--- src/rtl/mips_multicycle_ctrl_pkg.sv ---
// Purpose: shared types and encodings for the multi-cycle MIPS-subset control FSM.
// Latency: n/a (declarations only).
// Backpressure: n/a.
// Contents: FSM state enum, opcode/funct constants, ALU/PC/operand-B select codes, trap causes.
package mips_ctrl_pkg;

    typedef enum logic [3:0] {
        FETCH    = 4'd0,
        DECODE   = 4'd1,
        EXEC_R   = 4'd2,
        WB_R     = 4'd3,
        EXEC_I   = 4'd4,
        WB_I     = 4'd5,
        MEM_ADDR = 4'd6,
        MEM_RD   = 4'd7,
        WB_MEM   = 4'd8,
        MEM_WR   = 4'd9,
        BRANCH   = 4'd10,
        JUMP     = 4'd11,
        TRAP     = 4'd12
    } state_t;

    localparam logic [5:0] OP_RTYPE = 6'h00;
    localparam logic [5:0] OP_ADDI  = 6'h08;
    localparam logic [5:0] OP_LW    = 6'h23;
    localparam logic [5:0] OP_SW    = 6'h2B;
    localparam logic [5:0] OP_BEQ   = 6'h04;
    localparam logic [5:0] OP_J     = 6'h02;

    localparam logic [5:0] FN_ADD   = 6'h20;
    localparam logic [5:0] FN_ADDU  = 6'h21;
    localparam logic [5:0] FN_SUB   = 6'h22;
    localparam logic [5:0] FN_AND   = 6'h24;

    localparam logic [3:0] ALU_ADD  = 4'b0000;
    localparam logic [3:0] ALU_SUB  = 4'b0001;
    localparam logic [3:0] ALU_AND  = 4'b0010;
    localparam logic [3:0] ALU_CMP  = 4'b1001;

    localparam logic [1:0] PC_SRC_ALU = 2'd0;
    localparam logic [1:0] PC_SRC_TGT = 2'd1;
    localparam logic [1:0] PC_SRC_JMP = 2'd2;

    localparam logic [1:0] SRCB_REG    = 2'd0;
    localparam logic [1:0] SRCB_FOUR   = 2'd1;
    localparam logic [1:0] SRCB_IMM    = 2'd2;
    localparam logic [1:0] SRCB_IMM_SH = 2'd3;

    localparam logic [1:0] CAUSE_NONE    = 2'd0;
    localparam logic [1:0] CAUSE_ILLEGAL = 2'd1;
    localparam logic [1:0] CAUSE_TIMEOUT = 2'd2;

endpackage

--- src/rtl/mips_multicycle_ctrl_if.sv ---
// Purpose: bundle between the control FSM and the datapath/memory port.
// Latency: n/a (wires only).
// Backpressure: mem_req is held by the controller until the memory answers with mem_ready.
// master = controller (drives strobes/selects), slave = datapath side (drives decoder fields, flags, mem_ready).
interface mips_multicycle_ctrl_if #(
    parameter int CNT_W = 32
);
    logic [5:0]       opcode;
    logic [5:0]       funct;
    logic             alu_zero;
    logic             mem_ready;
    logic             mem_req;
    logic             mem_we;
    logic             iord;
    logic             ir_write;
    logic             pc_write;
    logic             pc_write_cond;
    logic [1:0]       pc_src;
    logic             alu_src_a;
    logic [1:0]       alu_src_b;
    logic [3:0]       alu_op;
    logic             reg_write;
    logic             reg_dst;
    logic             mem_to_reg;
    logic             instr_done;
    logic [CNT_W-1:0] retired;
    logic             trap;
    logic [1:0]       trap_cause;

    modport master (
        input  opcode, funct, alu_zero, mem_ready,
        output mem_req, mem_we, iord, ir_write, pc_write, pc_write_cond, pc_src,
               alu_src_a, alu_src_b, alu_op, reg_write, reg_dst, mem_to_reg,
               instr_done, retired, trap, trap_cause
    );

    modport slave (
        output opcode, funct, alu_zero, mem_ready,
        input  mem_req, mem_we, iord, ir_write, pc_write, pc_write_cond, pc_src,
               alu_src_a, alu_src_b, alu_op, reg_write, reg_dst, mem_to_reg,
               instr_done, retired, trap, trap_cause
    );
endinterface

--- src/rtl/mips_multicycle_ctrl_mem_wait_timer.sv ---
// Purpose: counts stalled memory cycles and flags a bus timeout at WAIT_LIMIT.
// Latency: timeout is combinational from the count and the current req/ready.
// Backpressure: none; a ready in the limit cycle suppresses the timeout.
// Ports: clk/rst, clr (restart on entry to a memory state), req/ready (current handshake), timeout.
module mem_wait_timer #(
    parameter int WAIT_LIMIT = 16
) (
    input  logic clk,
    input  logic rst,
    input  logic clr,
    input  logic req,
    input  logic ready,
    output logic timeout
);
    logic [7:0] cnt;

    always_ff @(posedge clk) begin
        if (rst || clr || ready) begin
            cnt <= 8'd0;
        end else if (req) begin
            cnt <= cnt + 8'd1;
        end
    end

    // The current stalled cycle is the WAIT_LIMIT-th one when the count already holds LIMIT-1.
    assign timeout = req && !ready && (cnt == 8'(WAIT_LIMIT - 1));

endmodule

--- src/rtl/mips_multicycle_ctrl.sv ---
// Purpose: multi-cycle control FSM stepping the shared ALU/memory/regfile datapath.
// Latency: 3 (beq, j), 4 (R-type, addi, sw), 5 (lw) cycles with zero-wait memory.
// Backpressure: stalls in FETCH/MEM_RD/MEM_WR until mem_ready; traps after WAIT_LIMIT stalled cycles.
// Ports: clk, rst (sync, active-high), bus (master modport: decoder fields, flags, strobes, count, trap).
module mips_multicycle_ctrl
    import mips_ctrl_pkg::*;
#(
    parameter int WAIT_LIMIT = 16,
    parameter int CNT_W      = 32
) (
    input  logic                 clk,
    input  logic                 rst,
    mips_multicycle_ctrl_if.master bus
);
    state_t           state, state_nxt;
    logic [1:0]       cause_q, cause_nxt;
    logic [3:0]       rop_q, rop_nxt;      // ALU op chosen for the R-type in flight
    logic             store_q, store_nxt;  // MEM_ADDR continues to MEM_WR when set
    logic [CNT_W-1:0] retired_q;
    logic             timeout;
    logic             wait_enter;
    logic             ready_eff;

    // mem_ready only counts while a request is outstanding.
    assign ready_eff  = bus.mem_ready && bus.mem_req;
    assign wait_enter = (state_nxt != state) &&
                        (state_nxt == FETCH || state_nxt == MEM_RD || state_nxt == MEM_WR);

    mem_wait_timer #(.WAIT_LIMIT(WAIT_LIMIT)) u_timer (
        .clk     (clk),
        .rst     (rst),
        .clr     (wait_enter),
        .req     (bus.mem_req),
        .ready   (ready_eff),
        .timeout (timeout)
    );

    // State register
    always_ff @(posedge clk) begin
        if (rst) begin
            state     <= FETCH;
            cause_q   <= CAUSE_NONE;
            rop_q     <= ALU_ADD;
            store_q   <= 1'b0;
            retired_q <= '0;
        end else begin
            state   <= state_nxt;
            cause_q <= cause_nxt;
            rop_q   <= rop_nxt;
            store_q <= store_nxt;
            if (bus.instr_done) begin
                retired_q <= retired_q + 1'b1;
            end
        end
    end

    // Next-state logic
    always_comb begin
        state_nxt = state;
        cause_nxt = cause_q;
        rop_nxt   = rop_q;
        store_nxt = store_q;
        case (state)
            FETCH: begin
                if (ready_eff) begin
                    state_nxt = DECODE;
                end else if (timeout) begin
                    state_nxt = TRAP;
                    cause_nxt = CAUSE_TIMEOUT;
                end
            end
            DECODE: begin
                case (bus.opcode)
                    OP_RTYPE: begin
                        state_nxt = EXEC_R;
                        case (bus.funct)
                            FN_ADD, FN_ADDU: rop_nxt = ALU_ADD;
                            FN_SUB:          rop_nxt = ALU_SUB;
                            FN_AND:          rop_nxt = ALU_AND;
                            default: begin
                                state_nxt = TRAP;
                                cause_nxt = CAUSE_ILLEGAL;
                            end
                        endcase
                    end
                    OP_ADDI: state_nxt = EXEC_I;
                    OP_LW: begin
                        state_nxt = MEM_ADDR;
                        store_nxt = 1'b0;
                    end
                    OP_SW: begin
                        state_nxt = MEM_ADDR;
                        store_nxt = 1'b1;
                    end
                    OP_BEQ: state_nxt = BRANCH;
                    OP_J:   state_nxt = JUMP;
                    default: begin
                        state_nxt = TRAP;
                        cause_nxt = CAUSE_ILLEGAL;
                    end
                endcase
            end
            EXEC_R:   state_nxt = WB_R;
            EXEC_I:   state_nxt = WB_I;
            MEM_ADDR: state_nxt = store_q ? MEM_WR : MEM_RD;
            MEM_RD, MEM_WR: begin
                if (ready_eff) begin
                    state_nxt = (state == MEM_RD) ? WB_MEM : FETCH;
                end else if (timeout) begin
                    state_nxt = TRAP;
                    cause_nxt = CAUSE_TIMEOUT;
                end
            end
            WB_R, WB_I, WB_MEM, BRANCH, JUMP: state_nxt = FETCH;
            TRAP:     state_nxt = TRAP;
            default:  state_nxt = FETCH;
        endcase
    end

    // Output logic
    always_comb begin
        bus.mem_req       = 1'b0;
        bus.mem_we        = 1'b0;
        bus.iord          = 1'b0;
        bus.ir_write      = 1'b0;
        bus.pc_write      = 1'b0;
        bus.pc_write_cond = 1'b0;
        bus.pc_src        = PC_SRC_ALU;
        bus.alu_src_a     = 1'b0;
        bus.alu_src_b     = SRCB_REG;
        bus.alu_op        = ALU_ADD;
        bus.reg_write     = 1'b0;
        bus.reg_dst       = 1'b0;
        bus.mem_to_reg    = 1'b0;
        bus.instr_done    = 1'b0;
        bus.trap          = 1'b0;
        case (state)
            FETCH: begin
                bus.mem_req   = 1'b1;
                bus.alu_src_b = SRCB_FOUR;
                bus.ir_write  = bus.mem_ready;
                bus.pc_write  = bus.mem_ready;
            end
            DECODE: begin
                // Branch target is precomputed here while the opcode is dispatched.
                bus.alu_src_b = SRCB_IMM_SH;
            end
            EXEC_R: begin
                bus.alu_src_a = 1'b1;
                bus.alu_op    = rop_q;
            end
            WB_R: begin
                bus.reg_write  = 1'b1;
                bus.reg_dst    = 1'b1;
                bus.instr_done = 1'b1;
            end
            EXEC_I, MEM_ADDR: begin
                bus.alu_src_a = 1'b1;
                bus.alu_src_b = SRCB_IMM;
            end
            WB_I: begin
                bus.reg_write  = 1'b1;
                bus.instr_done = 1'b1;
            end
            MEM_RD: begin
                bus.mem_req = 1'b1;
                bus.iord    = 1'b1;
            end
            WB_MEM: begin
                bus.reg_write  = 1'b1;
                bus.mem_to_reg = 1'b1;
                bus.instr_done = 1'b1;
            end
            MEM_WR: begin
                bus.mem_req    = 1'b1;
                bus.mem_we     = 1'b1;
                bus.iord       = 1'b1;
                bus.instr_done = bus.mem_ready;
            end
            BRANCH: begin
                bus.alu_src_a     = 1'b1;
                bus.alu_op        = ALU_CMP;
                bus.pc_write_cond = 1'b1;
                bus.pc_src        = PC_SRC_TGT;
                bus.instr_done    = 1'b1;
            end
            JUMP: begin
                bus.pc_write   = 1'b1;
                bus.pc_src     = PC_SRC_JMP;
                bus.instr_done = 1'b1;
            end
            TRAP: begin
                bus.trap = 1'b1;
            end
            default: ;
        endcase
    end

    assign bus.retired    = retired_q;
    assign bus.trap_cause = cause_q;

endmodule

--- src/flat_wrapper.sv ---
// flat-port wrapper written by rule: the top's interface ports become plain ports
module mips_multicycle_ctrl_flat import mips_ctrl_pkg::*;
#(
    parameter int WAIT_LIMIT = 16,
    parameter int CNT_W      = 32
)
  (clk, rst, bus_opcode, bus_funct, bus_alu_zero, bus_mem_ready, bus_mem_req, bus_mem_we, bus_iord, bus_ir_write, bus_pc_write, bus_pc_write_cond, bus_pc_src, bus_alu_src_a, bus_alu_src_b, bus_alu_op, bus_reg_write, bus_reg_dst, bus_mem_to_reg, bus_instr_done, bus_retired, bus_trap, bus_trap_cause);
  mips_multicycle_ctrl_if #(.CNT_W(CNT_W)) bus_i ();
  input  logic clk;
  input  logic rst;
  input wire logic [$bits(bus_i.opcode)-1:0] bus_opcode;
  input wire logic [$bits(bus_i.funct)-1:0] bus_funct;
  input wire logic [$bits(bus_i.alu_zero)-1:0] bus_alu_zero;
  input wire logic [$bits(bus_i.mem_ready)-1:0] bus_mem_ready;
  output wire logic [$bits(bus_i.mem_req)-1:0] bus_mem_req;
  output wire logic [$bits(bus_i.mem_we)-1:0] bus_mem_we;
  output wire logic [$bits(bus_i.iord)-1:0] bus_iord;
  output wire logic [$bits(bus_i.ir_write)-1:0] bus_ir_write;
  output wire logic [$bits(bus_i.pc_write)-1:0] bus_pc_write;
  output wire logic [$bits(bus_i.pc_write_cond)-1:0] bus_pc_write_cond;
  output wire logic [$bits(bus_i.pc_src)-1:0] bus_pc_src;
  output wire logic [$bits(bus_i.alu_src_a)-1:0] bus_alu_src_a;
  output wire logic [$bits(bus_i.alu_src_b)-1:0] bus_alu_src_b;
  output wire logic [$bits(bus_i.alu_op)-1:0] bus_alu_op;
  output wire logic [$bits(bus_i.reg_write)-1:0] bus_reg_write;
  output wire logic [$bits(bus_i.reg_dst)-1:0] bus_reg_dst;
  output wire logic [$bits(bus_i.mem_to_reg)-1:0] bus_mem_to_reg;
  output wire logic [$bits(bus_i.instr_done)-1:0] bus_instr_done;
  output wire logic [$bits(bus_i.retired)-1:0] bus_retired;
  output wire logic [$bits(bus_i.trap)-1:0] bus_trap;
  output wire logic [$bits(bus_i.trap_cause)-1:0] bus_trap_cause;
  assign bus_i.opcode = bus_opcode;
  assign bus_i.funct = bus_funct;
  assign bus_i.alu_zero = bus_alu_zero;
  assign bus_i.mem_ready = bus_mem_ready;
  assign bus_mem_req = bus_i.mem_req;
  assign bus_mem_we = bus_i.mem_we;
  assign bus_iord = bus_i.iord;
  assign bus_ir_write = bus_i.ir_write;
  assign bus_pc_write = bus_i.pc_write;
  assign bus_pc_write_cond = bus_i.pc_write_cond;
  assign bus_pc_src = bus_i.pc_src;
  assign bus_alu_src_a = bus_i.alu_src_a;
  assign bus_alu_src_b = bus_i.alu_src_b;
  assign bus_alu_op = bus_i.alu_op;
  assign bus_reg_write = bus_i.reg_write;
  assign bus_reg_dst = bus_i.reg_dst;
  assign bus_mem_to_reg = bus_i.mem_to_reg;
  assign bus_instr_done = bus_i.instr_done;
  assign bus_retired = bus_i.retired;
  assign bus_trap = bus_i.trap;
  assign bus_trap_cause = bus_i.trap_cause;
  mips_multicycle_ctrl #(.WAIT_LIMIT(WAIT_LIMIT), .CNT_W(CNT_W)) u_core (.clk(clk), .rst(rst), .bus(bus_i));
endmodule
--- config.mk ---
export PLATFORM = sky130hd
export DESIGN_NAME = mips_multicycle_ctrl_flat
export DESIGN_NICKNAME = d
export VERILOG_FILES = /design/src/rtl/mips_multicycle_ctrl_pkg.sv /design/src/rtl/mips_multicycle_ctrl_if.sv /design/src/rtl/mips_multicycle_ctrl_mem_wait_timer.sv /design/src/rtl/mips_multicycle_ctrl.sv /design/src/flat_wrapper.sv
export SDC_FILE = /design/constraint.sdc
export NUM_CORES = 1
export LEC_CHECK = 0
export ABC_AREA = 1
export BUFFER_PORTS_ARGS = -buffer_cell sky130_fd_sc_hd__buf_2
export CORE_AREA = 5 5 92 94
export DETAILED_ROUTE_END_ITERATION = 16
export DIE_AREA = 0 0 97 99
export GPL_ROUTABILITY_DRIVEN = 0
export HOLD_SLACK_MARGIN = 0.03
export PLACE_DENSITY = 0.74
export RECOVER_POWER = 50
export SLEW_MARGIN = 15
export SYNTH_ARGS = -nofsm -noshare
export SYNTH_HDL_FRONTEND = slang
export SYNTH_SLANG_ARGS = --single-unit
export TNS_END_PERCENT = 1
--- constraint.sdc ---
create_clock -name clk -period 5.3 [get_ports clk]
set_clock_uncertainty 0.1 [all_clocks]
set_input_delay 0.53 -clock clk [delete_from_list [all_inputs] [get_ports clk]]
set_output_delay 0.53 -clock clk [all_outputs]
set_load 0.02 [all_outputs]
==> results.sh <==
export IMPL_hold_violations=0
export IMPL_max_clock_freq_ghz=0.378
export IMPL_timing_rr_end="u_core.bus.trap_cause[1]"
export IMPL_rows=32
export IMPL_critPathRequiredTime_ns=5.37
export IMPL_drive_above_1_share=0.101
export IMPL_syn_to_final_growth_pct=13.9
export IMPL_antenna_found_initial=0
export IMPL_layout_setup_ws_ns=2.66
export IMPL_via_count=3150
export IMPL_synth_seq_cells=49
export IMPL_fin_cells=649
export IMPL_cts_root_buffer="clkbuf_8"
export IMPL_synth_distinct_cells=31
export IMPL_crit_top_cell="nand2_1"
export IMPL_drtIter0Drc=162
export IMPL_postCtsSetupRepairBufs=0
export IMPL_multi_input_area_mm2=0.00163
export IMPL_cp_top_family="simple AND/OR/NAND/NOR gates"
export IMPL_seq_area_um2=981
export IMPL_cp_max_fo=14
export IMPL_arrival_ns=2.71
export IMPL_r2r_start="u_core.state[0]"
export IMPL_worst_hold_startpoint="u_core.bus.retired[31]"
export IMPL_hpwl_um=5930
export IMPL_setup_viol_count_final=0
export IMPL_coreArea_mm2=0.00757
export IMPL_fillCellCount=805
export IMPL_cts_sinks=49
export IMPL_netlist_instances=483
export IMPL_clkTransAtPathRegs_ns=0.09
export IMPL_post_place_cells=641
export IMPL_slowest_delay_ns=0.48
export IMPL_yosysWarnings=0
export IMPL_status="completed"
export IMPL_first_pass_iters=5
export IMPL_die_w_um=97
export IMPL_overflow=0
export IMPL_critical_path_class="flip-flop to flip-flop"
export IMPL_powerDensity_mw_per_mm2=343
export IMPL_total_leakage_power_nw=1.45
export IMPL_io_pins=70
export IMPL_crit_path_cell_trace="inv_1 > nor2_1 > nand2_1 > nand3_1 > nand2_2 > inv_1 > nand2_1 > nand2_1 > inv_1 > nor3_1 > o21ai_0 > nand2_1 > a21oi_1"
export IMPL_post_place_ws_ns=2.85
export IMPL_fin_setup_tns_ns=0
export IMPL_fin_util=0.452
export IMPL_placed_area_mm2=0.00340
export IMPL_vias_per_cell=4.85
export IMPL_fin_crit_sh=0.499
export IMPL_io_buffers=67
export IMPL_crit_cells=13
export IMPL_avgSynthCellArea_um2=6.21
export IMPL_peakVddDrop_v=0.000135
export IMPL_finalPower_mw=1.17
export IMPL_final_cell_area_mm2=0.00342
export IMPL_syn_cell_area_mm2=0.00300
export IMPL_reg2regPathDepth=13
export IMPL_grt_pass1_vias=2830
export IMPL_rrSetupSlack_ns=2.66
export IMPL_final_max_slew_viol_count=0
export IMPL_ant_nets=0
export IMPL_critPathBufInv=3
export IMPL_grt_pass1_wl_um=12500
export IMPL_grt_max_degree=23
export IMPL_fin_crit_ns=2.64
export IMPL_slowest_stage="dfxtp_1"
export IMPL_rsz0062_at_grt="no"
export IMPL_post_cts_resized=0
export IMPL_clock_latency_ns=0.31
export IMPL_diodes=0
export IMPL_numCtsBuffers=5
export IMPL_die_height_um=99
export IMPL_hp_class="flip-flop to flip-flop"
export IMPL_slew_headroom=0.538
export IMPL_synthesis_nets=501
export IMPL_avgRoutedWirePerCell_um=11.5
export IMPL_drc=0
export IMPL_routed_wl_um=7490
export IMPL_hold_slack_ns=0.362
export IMPL_cts_buffer_depth=2
export IMPL_design_die_area_mm2=0.00960
export IMPL_start_util=0.396
export IMPL_worst_slew_pin_transition_ns=0.691
export IMPL_maxCapViolCount=0
export IMPL_seq_area_frac_synth=0.327
export IMPL_startpoint_type="flip-flop"
export IMPL_min_path_cells=1
export IMPL_whs_endpoint="u_core.bus.retired[31]"
export IMPL_gr_usage_all_layers=0.153
export IMPL_nNetsFinal=564
export IMPL_cp_end_kind="flip-flop"
export IMPL_holdBufCountCts=0
export IMPL_cts_tree="done"
export IMPL_htreeDepth=2
[worst register-to-register path: stages, from the launching register on]
cell	delay, ns
dfxtp_1	0.48
inv_1	0.15
nor2_1	0.14
nand2_1	0.11
nand3_1	0.42
nand2_2	0.10
inv_1	0.09
nand2_1	0.07
nand2_1	0.10
inv_1	0.05
nor3_1	0.33
o21ai_0	0.21
nand2_1	0.10
a21oi_1	0.06
[power by group]
group / internal [mW] / switching [mW] / total (mW)
clock: 0.0913 / 0.125 / 0.217
combinational: 0.158 / 0.373 / 0.531
sequential: 0.391 / 0.0322 / 0.424
total: 0.641 / 0.531 / 1.17
[cell usage in the layout (no fill, tap or decap), types with 2 or more instances in the layout]
master    instances
o21a_1            2
clkbuf_8          5
nand2_1          98
xor2_1           10
nor2_2            4
o21ai_0          21
xnor2_1           2
dfxtp_1          49
inv_2             2
nor2_1           82
a21oi_1          36
nand4_1           7
buf_2            30
clkinv_2          2
inv_1            79
ha_1              2
nand2_2           4
nand3_1          33
clkbuf_1         37
nor3_1           22
nor4_1            8
[flip-flops by register name, indices dropped and copies added (netlist names)]
register	cells
u_core.bus.retired	32
u_core.bus.trap_cause	2
u_core.rop_q	2
u_core.state	4
u_core.store_q	1
u_core.u_timer.cnt	8
[layer usage]
metal	vias to the layer above	track usage	wire, µm
met3	5	0.0340	456
li1	1657	-	-
met2	86	0.261	3430
met5	-	0	0
met4	0	0.0421	74
met1	1402	0.195	3530
[cells in the mapped netlist, drive strengths merged]
library cell | number | area, µm²
xnor2 | 2 | 17.5
o21ai | 21 | 105
o21a | 2 | 15.0
clkbuf | 5 | 18.8
conb | 1 | 3.75
nand3 | 34 | 180
nor2 | 87 | 357
mux2i | 1 | 10.0
nor4 | 8 | 50.1
o21ba | 1 | 10.0
nand4 | 8 | 56.3
nand2 | 103 | 404
dfxtp | 49 | 981
buf | 6 | 48.8
a21oi | 36 | 180
inv | 81 | 304
xor2 | 10 | 87.6
ha | 2 | 25.0
o31ai | 1 | 7.51
or2 | 1 | 6.26
or3 | 1 | 6.26
nor3 | 23 | 126
[worst max path at each step]
| stage | to | slack, ns | startpoint |
|---|---|---|---|
| 2_1_floorplan | bus_alu_op[3] | 3.21 | u_core.state[3] |
| 3_5_place_dp | u_core.bus.retired[21] | 2.85 | bus_mem_ready |
| 6_report | u_core.bus.trap_cause[1] | 2.66 | u_core.state[0] |
| 3_3_place_gp | u_core.bus.retired[22] | 2.88 | bus_mem_ready |
| 4_1_cts | bus_instr_done | 2.70 | u_core.state[0] |
| 5_1_grt | u_core.bus.trap_cause[1] | 2.42 | u_core.state[0] |
[layout make-up]
type                    instances  share of cell area
clock buffers                   5              0.0201
repair buffers                 67              0.0846
clock inverters                 3             0.00512
inverters                      81              0.0889
multi-input cells             342               0.477
flip-flops and latches         49               0.287
well taps                     102              0.0373
[kinds of logic after synthesis]
kind of cell,after synthesis,synth area share
AOI/OAI and AO/OA,61,0.106
xor gates and xnor gates,12,0.0350
adders and majority gates,2,0.00834
buffers and inverters,92,0.124
DFF,49,0.327
muxes,1,0.00334
other,1,0.00125
and+or+nand+nor,265,0.395
Note: power is estimated with default switching activity, not from simulation.
